===== config.mk =====
export PLATFORM = sky130hd
export DESIGN_NAME = sliding_detector_seq
export DESIGN_NICKNAME = d
export VERILOG_FILES = /design/src/rtl/sliding_detector_seq.sv
export SDC_FILE = /design/constraint.sdc
export NUM_CORES = 1
export LEC_CHECK = 0
export ABC_AREA = 0
export CAP_MARGIN = 20
export CORE_AREA = 2 2 200 202
export DETAILED_ROUTE_END_ITERATION = 7
export DIE_AREA = 0 0 202 204
export DONT_BUFFER_PORTS = 1
export GPL_TIMING_DRIVEN = 0
export SYNTH_ARGS = -nofsm -noshare
export SYNTH_HDL_FRONTEND = slang
export SYNTH_SLANG_ARGS = --single-unit

===== constraint.sdc =====
create_clock -name clk -period 4.6 [get_ports clk]
set_input_delay 0.23 -clock clk [delete_from_list [all_inputs] [get_ports clk]]
set_output_delay 0.23 -clock clk [all_outputs]
set_load 0.05 [all_outputs]

===== src/rtl/sliding_detector_seq.sv =====
// -----------------------------------------------------------------------------
// sliding_detector_seq
//
// Purpose:
//   This sequencer sits around one sliding-detector datapath in the RX DSP back
//   end. It builds the two-frame window {newer, older} from a stream of
//   width-wide frames and presents it to the external detector. It takes the
//   detector's per-position decision back, turns it into a flip mask for the
//   older frame and emits the corrected frame on a valid/ready output.
//   A flip that lands one bit past the top of a frame is carried into bit 0 of
//   the next emitted frame.
//
// Ports:
//   clk, rst             clock; asynchronous active-high reset
//   in_valid/in_ready    input frame handshake
//   in_err, in_bits      residual error frame and sliced bit frame
//   flush                pulse: drain the held frame, with the newer half of
//                        the window zero-filled
//   bypass               emit bits uncorrected (sampled per emitted frame)
//   det_err, det_bits    window to the detector: [width-1:0] older frame,
//                        [2*width-1:width] newer frame
//   det_pos              detector decision per position; it is combinational
//                        from det_err/det_bits
//   out_valid/out_ready  corrected frame handshake
//   out_bits             corrected older frame
//   flip_count           saturating count of bits flipped
//   frame_count          saturating count of frames emitted
//
// Configuration:
//   SLIDING_DETECTOR_STATS_EN  When defined, the statistics counters are built.
//                              When not defined, flip_count and frame_count
//                              are tied to zero.
// -----------------------------------------------------------------------------
module sliding_detector_seq #(
  parameter int width              = 16,
  parameter int est_error_bitwidth = 8,
  parameter int cnt_bitwidth       = 16
) (
  input  logic                                                clk,
  input  logic                                                rst,
  input  logic                                                in_valid,
  output logic                                                in_ready,
  input  logic signed [width-1:0][est_error_bitwidth-1:0]     in_err,
  input  logic        [width-1:0]                             in_bits,
  input  logic                                                flush,
  input  logic                                                bypass,
  output logic signed [2*width-1:0][est_error_bitwidth-1:0]   det_err,
  output logic        [2*width-1:0]                           det_bits,
  input  logic        [width-1:0][1:0]                        det_pos,
  output logic                                                out_valid,
  input  logic                                                out_ready,
  output logic        [width-1:0]                             out_bits,
  output logic        [cnt_bitwidth-1:0]                      flip_count,
  output logic        [cnt_bitwidth-1:0]                      frame_count
);

  typedef enum logic [1:0] {IDLE, PRIME, RUN, FLUSH} state_t;

  state_t                                    state_q;
  logic                                      o_valid_q;
  logic [width-1:0][est_error_bitwidth-1:0]  o_err_q;
  logic [width-1:0]                          o_bits_q;
  logic                                      carry_q;
  logic                                      out_valid_q;
  logic [width-1:0]                          out_bits_q;

  logic             holding;
  logic             flush_evt;
  logic             slot_free;
  logic             accept;
  logic             newer_live;
  logic             emit_run;
  logic             emit_flush;
  logic             emit;
  logic [width-1:0] flip_lo;
  logic [width-1:0] flip_hi;
  logic [width:0]   mask;
  logic [width-1:0] applied;
  logic [width-1:0] corrected;

  // O is valid in PRIME and RUN. The two states behave identically on the
  // next accept, because every accept that finds a valid O produces an emit.
  assign holding   = (state_q == PRIME) || (state_q == RUN);
  // Flush has priority over input in the same cycle.
  assign flush_evt = flush && holding;
  assign slot_free = !out_valid_q || out_ready;
  assign in_ready  = (state_q != FLUSH) && slot_free && !flush_evt;
  assign accept    = in_valid && in_ready;

  // The newer slot is the incoming frame itself. It lands in O on the same
  // edge that emits the old O, so no separate N register is needed.
  // The newer slot is zero when no frame is offered, or when flushing.
  assign newer_live = holding && in_valid && !flush;

  assign det_err[width-1:0]         = o_valid_q  ? o_err_q  : '0;
  assign det_err[2*width-1:width]   = newer_live ? in_err   : '0;
  assign det_bits[width-1:0]        = o_valid_q  ? o_bits_q : '0;
  assign det_bits[2*width-1:width]  = newer_live ? in_bits  : '0;

  // Decode each position: bit 0 of det_pos flips bit i, and bit 1 flips
  // bit i+1.
  generate
    for (genvar gi = 0; gi < width; gi++) begin : g_pos
      assign flip_lo[gi] = det_pos[gi][0];
      assign flip_hi[gi] = det_pos[gi][1];
    end
  endgenerate

  // mask[width] is the flip that falls past the top of the frame.
  assign mask      = {1'b0, flip_lo} | {flip_hi, 1'b0};
  // The carry from the previous frame combines with this frame's own bit-0
  // flip.
  assign applied   = mask[width-1:0] ^ {{(width-1){1'b0}}, carry_q};
  assign corrected = o_bits_q ^ applied;

  assign emit_run   = accept && o_valid_q;
  assign emit_flush = slot_free && o_valid_q && (flush_evt || (state_q == FLUSH));
  assign emit       = emit_run || emit_flush;

  always_ff @(posedge clk or posedge rst) begin
    if (rst) begin
      state_q     <= IDLE;
      o_valid_q   <= 1'b0;
      o_err_q     <= '0;
      o_bits_q    <= '0;
      carry_q     <= 1'b0;
      out_valid_q <= 1'b0;
      out_bits_q  <= '0;
    end else begin
      if (emit) begin
        out_valid_q <= 1'b1;
        out_bits_q  <= bypass ? o_bits_q : corrected;
        // The carry out of a flushed frame has no successor, so it is dropped.
        carry_q     <= (bypass || emit_flush) ? 1'b0 : mask[width];
      end else if (out_ready) begin
        out_valid_q <= 1'b0;
      end

      case (state_q)
        IDLE: begin
          if (accept) begin
            o_err_q   <= in_err;
            o_bits_q  <= in_bits;
            o_valid_q <= 1'b1;
            state_q   <= PRIME;
          end
        end
        PRIME, RUN: begin
          if (flush_evt) begin
            // If the output is stalled, the drain finishes from FLUSH.
            state_q <= FLUSH;
            if (emit_flush) o_valid_q <= 1'b0;
          end else if (accept) begin
            o_err_q  <= in_err;
            o_bits_q <= in_bits;
            state_q  <= RUN;
          end
        end
        FLUSH: begin
          if (emit_flush) begin
            o_valid_q <= 1'b0;
          end else if (!o_valid_q && slot_free) begin
            state_q <= IDLE;
            carry_q <= 1'b0;
          end
        end
        default: state_q <= IDLE;
      endcase
    end
  end

  assign out_valid = out_valid_q;
  assign out_bits  = out_bits_q;

`ifdef SLIDING_DETECTOR_STATS_EN
  localparam int PW = $clog2(width + 1);
  localparam int SW = ((cnt_bitwidth > PW) ? cnt_bitwidth : PW) + 1;
  localparam logic [cnt_bitwidth-1:0] CNT_MAX = {cnt_bitwidth{1'b1}};

  logic [PW-1:0]           pop;
  logic [SW-1:0]           flip_sum;
  logic [cnt_bitwidth-1:0] flip_q;
  logic [cnt_bitwidth-1:0] frame_q;

  always_comb begin
    pop = '0;
    for (int i = 0; i < width; i++) begin
      pop = pop + PW'(applied[i]);
    end
  end

  assign flip_sum = SW'(flip_q) + SW'(pop);

  always_ff @(posedge clk or posedge rst) begin
    if (rst) begin
      flip_q  <= '0;
      frame_q <= '0;
    end else if (emit) begin
      if (frame_q != CNT_MAX) frame_q <= frame_q + 1'b1;
      if (!bypass) begin
        flip_q <= (flip_sum > SW'(CNT_MAX)) ? CNT_MAX : flip_sum[cnt_bitwidth-1:0];
      end
    end
  end

  assign flip_count  = flip_q;
  assign frame_count = frame_q;
`else
  assign flip_count  = '0;
  assign frame_count = '0;
`endif

endmodule


-- Word level (Yosys, flattened, before mapping)
Index checks and enable logic that the tools add are counted.
Widths: inputs -> output; s select.
- multiplexer cells: 28
- eq/ne operators: 10
- bitwise gates (word level): 3
- reduce and logical (&&, ||, !) cells: 26
- operators with widths (operator ; count):
    $mux 128 ; 4
    $pmux 128 s2 ; 1
    $mux 16 ; 5
    $pmux 16 s2 ; 1
    $or 16x17->17 ; 1
    $xor 16x1->16 ; 1
    $xor 16x16->16 ; 1
    $logic_and 1x1->1 ; 10
    $mux 1 ; 10
    $mux 2 ; 5
    $ne 2x2->1 const B ; 5
    $pmux 2 s3 ; 1
    $logic_or 1x1->1 ; 5
    $eq 2x2->1 const B ; 2
    $logic_not 1->1 ; 4
    $reduce_and 2->1 ; 2
    $reduce_and 4->1 ; 1
    $reduce_bool 2->1 ; 2
    $ne 3x3->1 const B ; 1
    $pmux 1 s3 ; 1
    $eq 2x1->1 const B ; 1
    $logic_not 2->1 ; 1
    $ne 2x1->1 const B ; 1
    $reduce_or 2->1 ; 1
- output and inout port bits: 338
- flip-flop bits (word level): 165
- logic and storage cells: 89

-- Logic depth before layout (Yosys ltp)
Gate-level depths: netlist (run 1).
- word-level depth: 12
- gate-level depth with buffers: 8
- depth with buffers taken out: 6

-- Least setup slack after synthesis (run 1)
OpenSTA, ideal clock, no wires.
- path type: register to output
- start point: register state_q[0]
- end point: output det_err[130] in the netlist's numbering
- cell stages (with the launch flop): 7
- path slack: 2.434 ns
- data arrival time: 1.936 ns
- path buffers: 2
- data required time: 4.370 ns
- cell sequence: dfrtp_1 inv_1 ha_1 nor2b_1 clkbuf_1 clkbuf_1 and3_1
- RTL lines (what ; RTL line ; RTL):
    start: declaration ; 59 ; state_t state_q;
    start signal: assignment ; 122 ; state_q <= IDLE;
    start signal: assignment ; 145 ; state_q <= PRIME;
    start signal: assignment ; 151 ; state_q <= FLUSH;
    end: declaration ; 47 ; output logic signed [2*width-1:0][est_error_bitwidth-1:0] det_err,

==> reports/metrics.cfg, run 1 <==
[critical_path]
required_ps=4370
start_kind=flip-flop
cp_common_cell=clkbuf_1
crit_slowest_cell=clkbuf_1
r2r-start=o_valid_q
cp_slowest_stage_delay_ps=730
critical_path_arrival_ps=3280
crit_path_start=state_q[1]
cpLargestDelayFamily=buffers and inverters
crit_chain=inv_1 -> ha_1 -> nor2b_1 -> clkbuf_1 -> clkbuf_1 -> and3_1
timing.critical_path.buf_inv=3
cp-end-kind=output pin
crit_fanout=10
critical_path_class=reg2out

[synth]
synth_cells=817
ys_ff_latch=165
synth_cell_type_count=31
synth_area_leader_cell=dfrtp_1
synthTopCellsByArea=dfrtp_1 46%, mux2_2 11%, and3_1 10%
yosys_warnings=0
synth_top_cell_area_share=0.459
yosysSeqAreaShare=0.459
netlist_area_um2=8990
syn_avg_cell_area_um2=11.0

[timing]
final_max_slew_viol_count=0
min_period_ps=3510
finalCritPeriodShare=0.763
max_freq_ghz=0.285
finalClockSkew_ps=10.2
setup_tns_ps=0
worst_pin_slew_ps=1080
rsz0062_at_grt=false
slew_headroom=0.281
setup_violations=0
hold_viol=0

[cells_and_area]
layout_commonest_cell=dfrtp_1
layout_common_cells=165 x dfrtp_1, 148 x dlygate4sd3_1, 145 x and3_1
final_cells=1560
drive_gt1_frac=0.225
n_antenna_cell=0
syn2layout_area_growth_pct=33.5
final_nets=1207

[floorplanning]
die_w_um=202
core_region_area_um2=39200
die-area_um2=41200
initial_core_util=0.229
fp.dieH_um=204
boundaryPins=520
rows=73

[placed_design]
dp_hpwl_um=23200
gp_congestion=0.791
dpl.cell_count=1380
io_buffers=0

[grt]
grt_start_max_net_pins=41
antenna_found_initial=0
grt_pass1_wl_um=45500
overflow=0
grt_pass1_vias=7187
grt_usage=0.149

[clock_tree]
clock_sinks=165
clk_latency_ps=450
cts_setup_buffers=0
clk_pin_slew_ps=70
cts_tree=done
clk_path_buf_depth=2
ctsRootBufferMaster=clkbuf_16
post_cts_resize_count=0
htree_levels=4
cts-buffers-inserted=17

[pwr]
ir_drop_mv=0.420
p_leak_nw=5.80
p_per_area_nw_per_um2=891

[detailed_routing]
routed_wirelength_um=31600
drtIter0Drc=329
drt_pass1_iterations=4
routedWlPerCell_um=20.3
via_count=6976
ant_nets=0
drc=0
post_drt_via_cell_ratio=4.47

[run]
cap_viol_max_count=0

[hold_path]
worstHoldStart=out_ready
min_path_type=in2reg

[run_status]
outcome=complete, no violations

[logic make-up (layout without fill, tap and decap cells)]
family | after synthesis | in the layout | synth area share
AOI/OAI and AO/OA | 30 | 30 | 0.0189
buffers and inverters | 104 | 291 | 0.0638
other | 1 | 32 | 0.000417
DFF | 165 | 165 | 0.459
muxes | 145 | 145 | 0.207
and+or+nand+nor | 352 | 352 | 0.230
adders and majority gates | 3 | 3 | 0.00418
xor gates and xnor gates | 17 | 17 | 0.0166
[final cells by class]
class | count | area (µm²)
Fill cell | 3961 | 27200
Multi-Input combinational cell | 579 | 4400
Sequential cell | 165 | 4130
Timing Repair Buffer | 155 | 1610
Tap cell | 525 | 657
Buffer | 100 | 558
Clock buffer | 22 | 484
Clock inverter | 10 | 145
Inverter | 4 | 18.8
[layer usage]
metal,part of all wire,up-vias,track usage
met4,0.027,0,0.0617
met2,0.49,347,0.248
li1,-,3099,-
met3,0.056,45,0.0356
met5,0,-,0
met1,0.43,3485,0.184
[final timing paths]
| path | end | slack [ps] | depth (start not counted) |
|---|---|---|---|
| setup / recovery | det_err[240] | 1090 | 6 |
| hold / removal | out_valid | 80 | 2 |
| setup reg to reg | carry_q | 2130 | 6 |
| hold reg to reg | o_err_q[91] | 500 | 1 |
| max in group asynchronous | o_err_q[78] | 3470 | 4 |
| min in group asynchronous | o_err_q[10] | 270 | 2 |
[metrics by stage]
step                      worst slack (ps)  instance area [µm²]  total power [mW]  utilization  hold slack (ps)
after floorplan                       2270                 9110              8.09            -              379
after global placement                1220                 9760              8.94        0.249              380
after detailed placement              1440                 9890              9.04        0.252              131
after CTS                              909                12000              10.7        0.306             23.7
after global routing                   839                12000              11.2        0.306             74.4
final                                 1090                12000              10.7        0.306             78.0
[synth_stat cells]
| library cell | instances |
|---|---|
| dfrtp_1 | 165 |
| and3_1 | 145 |
| and2_1 | 144 |
| mux2_2 | 84 |
| mux2_4 | 60 |
| clkbuf_1 | 53 |
| nor2_1 | 35 |
| buf_4 | 32 |
| o21ai_0 | 20 |
| nand2_1 | 19 |
| xnor2_1 | 17 |
| buf_2 | 8 |
| buf_6 | 7 |
| inv_1 | 4 |
| a21oi_1 | 3 |
| ha_1 | 3 |
| nor2b_1 | 3 |
| a21o_1 | 2 |
| a21oi_2 | 1 |
| a2bb2oi_1 | 1 |
| a31oi_1 | 1 |
| a32oi_1 | 1 |
| conb_1 | 1 |
| mux2i_1 | 1 |
| nand2_2 | 1 |
| nand2b_1 | 1 |
| nand3_1 | 1 |
| nand4_1 | 1 |
| nor4_1 | 1 |
| o211ai_1 | 1 |
| or3b_2 | 1 |
[sequential cells by signal, indices dropped and copies added (netlist names)]
register   flops
o_valid_q      1
carry_q        1
out_valid      1
o_bits_q      16
o_err_q      128
state_q        2
out_bits      16
[power by group]
| part | total, mW | internal, mW | switching (mW) | leakage [nW] |
|---|---|---|---|---|
| sequential | 2.89 | 2.20 | 0.696 | 1.98 |
| combinational | 6.25 | 1.72 | 4.54 | 3.52 |
| clock | 1.55 | 0.916 | 0.632 | 0.303 |
| total | 10.7 | 4.83 | 5.87 | 5.80 |
[repair_timing]
action,in CTS,in global routing
hold endpoints to repair,240,0
endpoints found under the setup margin,0,0
hold buffers,148,0
Power figures use the tool's default switching activity.
==> run 2, diff against run 1 <==
- clock period: 4.6 -> 3.4 ns (I/O delays scaled with it)
==> run 2 against run 1 <==
First-iteration DRC count is 13% higher. Non-clock buffer count grew 1. Via count increased by 1.3%. Sequential share of layout area is 0.26 points lower.
==> reports/metrics.cfg, run 2 (synthesis results as in run 1) <==
[run_status]
outcome=complete, no violations  ; unchanged

[critical_path]
timing.critical_path.buf_inv=3  ; unchanged
cp_slowest_stage_delay_ps=820  ; was 730 ps
required_ps=3230  ; was 4370 ps
critical_path_arrival_ps=3070  ; was 3280 ps
start_kind=flip-flop  ; unchanged
critical_path_class=reg2out  ; unchanged
cp_common_cell=clkbuf_1  ; unchanged
cp-end-kind=output pin  ; unchanged
crit_fanout=10  ; unchanged
crit_slowest_cell=clkbuf_1  ; unchanged
crit_chain=clkbuf_1 -> buf_8 -> clkbuf_1 -> and2_1  ; was inv_1 -> ha_1 -> nor2b_1 -> clkbuf_1 -> clkbuf_1 -> and3_1
cpLargestDelayFamily=buffers and inverters  ; unchanged

[detailed_routing]
via_count=7068  ; was 6,976
post_drt_via_cell_ratio=4.53  ; was 4.47
drtIter0Drc=372  ; was 329
routed_wirelength_um=32100  ; was 31,600 µm
ant_nets=0  ; unchanged
routedWlPerCell_um=20.6  ; was 20.3 µm
drt_pass1_iterations=4  ; unchanged
drc=0  ; unchanged

[cells_and_area]
regMostFlops=o_err_q  ; unchanged
fillers=3943  ; was 3,961
n_antenna_cell=0  ; unchanged
fin_util=0.309  ; was 0.306
drive_gt1_frac=0.288  ; was 0.225
multi_input_area_um2=4480  ; was 4400 µm²
layout_commonest_cell=dfrtp_1  ; unchanged
largest_reg_flops=128  ; unchanged
layout_common_cells=165 x dfrtp_1, 149 x dlygate4sd3_1, 144 x and2_1  ; was 165 x dfrtp_1, 148 x dlygate4sd3_1, 145 x and3_1
final_nets=1208  ; was 1,207
syn2layout_area_growth_pct=34.5  ; was 33.5%
seqCellArea_um2=4130  ; unchanged

[floorplanning]
initial_core_util=0.229  ; unchanged
fp.dieH_um=204  ; unchanged
boundaryPins=520  ; unchanged
rows=73  ; unchanged
die-area_um2=41200  ; unchanged
die_w_um=202  ; unchanged
core_region_area_um2=39200  ; unchanged

[hold_path]
min_path_type=in2reg  ; unchanged

[clock_tree]
ctsRootBufferMaster=clkbuf_16  ; unchanged
htree_levels=4  ; unchanged
cts_setup_buffers=0  ; unchanged
clock_sinks=165  ; unchanged
cts-buffers-inserted=17  ; unchanged
clk_pin_slew_ps=70  ; about the same
cts_tree=done  ; unchanged
clk_latency_ps=450  ; about the same
clk_path_buf_depth=2  ; unchanged

[timing]
min_period_ps=3240
hold_viol=0  ; unchanged
slew_headroom=0.267  ; was 0.281
finalCritPeriodShare=0.952
final_max_slew_viol_count=0  ; unchanged
setup_violations=0  ; unchanged
finalClockSkew_ps=12.4  ; was 10.2 ps
worst_slack_ps=162  ; was 1090 ps
worst_pin_slew_ps=1100  ; was 1080 ps
max_freq_ghz=0.309

[pwr]
ir_drop_mv=0.570  ; was 0.420 mV
power_mw=14.5  ; was 10.7 mW
p_leak_nw=5.78  ; was 5.80 nW
p_per_area_nw_per_um2=1200  ; was 891 nW/µm²

[grt]
grt_usage=0.149  ; about the same
grt_pass1_wl_um=45600  ; was 45,500 µm
grt_pass1_vias=7200  ; was 7,187
grt_start_max_net_pins=41  ; unchanged
overflow=0  ; unchanged
antenna_found_initial=0  ; unchanged

[placed_design]
io_buffers=0  ; unchanged
gp_congestion=0.791  ; unchanged
post-place-ws_ps=301  ; was 1440 ps
dp_hpwl_um=23200  ; unchanged

[run]
cap_viol_max_count=0  ; unchanged

==> run 2: repair_timing <==
| action | 4_1_cts | 5_1_grt |
|---|---|---|
| setup endpoints to repair | 51 | 61 |
| hold buffers | 149 | 0 |
| gates resized for setup | 13 | 53 |
| endpoints found under the hold margin | 241 | 0 |
==> run 2: tightest hold or removal path, cell delays in order <==
cell and delay (ps):
nor2_1 20, nor2_1 100, xnor2_1 120, o21ai_0 60
==> run 2: per-layer routing <==
layer  vias to the layer above  global-route usage  routed length [µm]
li1                       3105                   -                   -
met4                         0              0.0622                 836
met1                      3551               0.184               13600
met2                       369               0.249               15800
met3                        43              0.0359                1900
met5                         -                   0                   0
==> run 2: report_power, final <==
part	leakage (nW)	internal, mW	switching (mW)	total [mW]
combinational	3.50	2.35	6.15	8.51
sequential	1.98	2.97	0.945	3.92
clock	0.303	1.24	0.853	2.09
total	5.78	6.57	7.95	14.5
==> run 2: final cells by class <==
cell class / count / share of cell area
multi-input combinational: 579 / 0.371
sequential: 165 / 0.341
timing repair buffer: 156 / 0.134
tap: 525 / 0.0543
buffer: 100 / 0.0464
clock buffer: 22 / 0.0400
clock inverter: 10 / 0.0120
inverter: 4 / 0.00155
==> run 2: path summary, 6_finish.rpt <==
| check | start | endpoint | slack, ps | cells past startpoint |
|---|---|---|---|---|
| worst max-delay path | o_valid_q | det_err[1] | 160 | 4 |
| worst min-delay path | det_pos[6] | out_bits[3] | 50 | 4 |
| worst max register to register | o_valid_q | carry_q | 940 | 6 |
| worst min register to register | o_err_q[91] | o_err_q[91] | 500 | 1 |
| max in group asynchronous | rst | o_err_q[78] | 2330 | 4 |
| min in group asynchronous | rst | o_err_q[9] | 220 | 2 |
==> run 2: metrics by stage <==
step / hold WS [ps] / TNS, ps / cell area, µm² / std cells
global route: 82.7 / -0.742 / 12100 / 1561
global placement: 320 / 0 / 9760 / 1373
detailed placement: 70.5 / 0 / 9890 / 1380
floorplan: 319 / 0 / 9110 / 848
finish: 53.8 / 0 / 12100 / 1561
CTS: 22.2 / 0 / 12000 / 1561
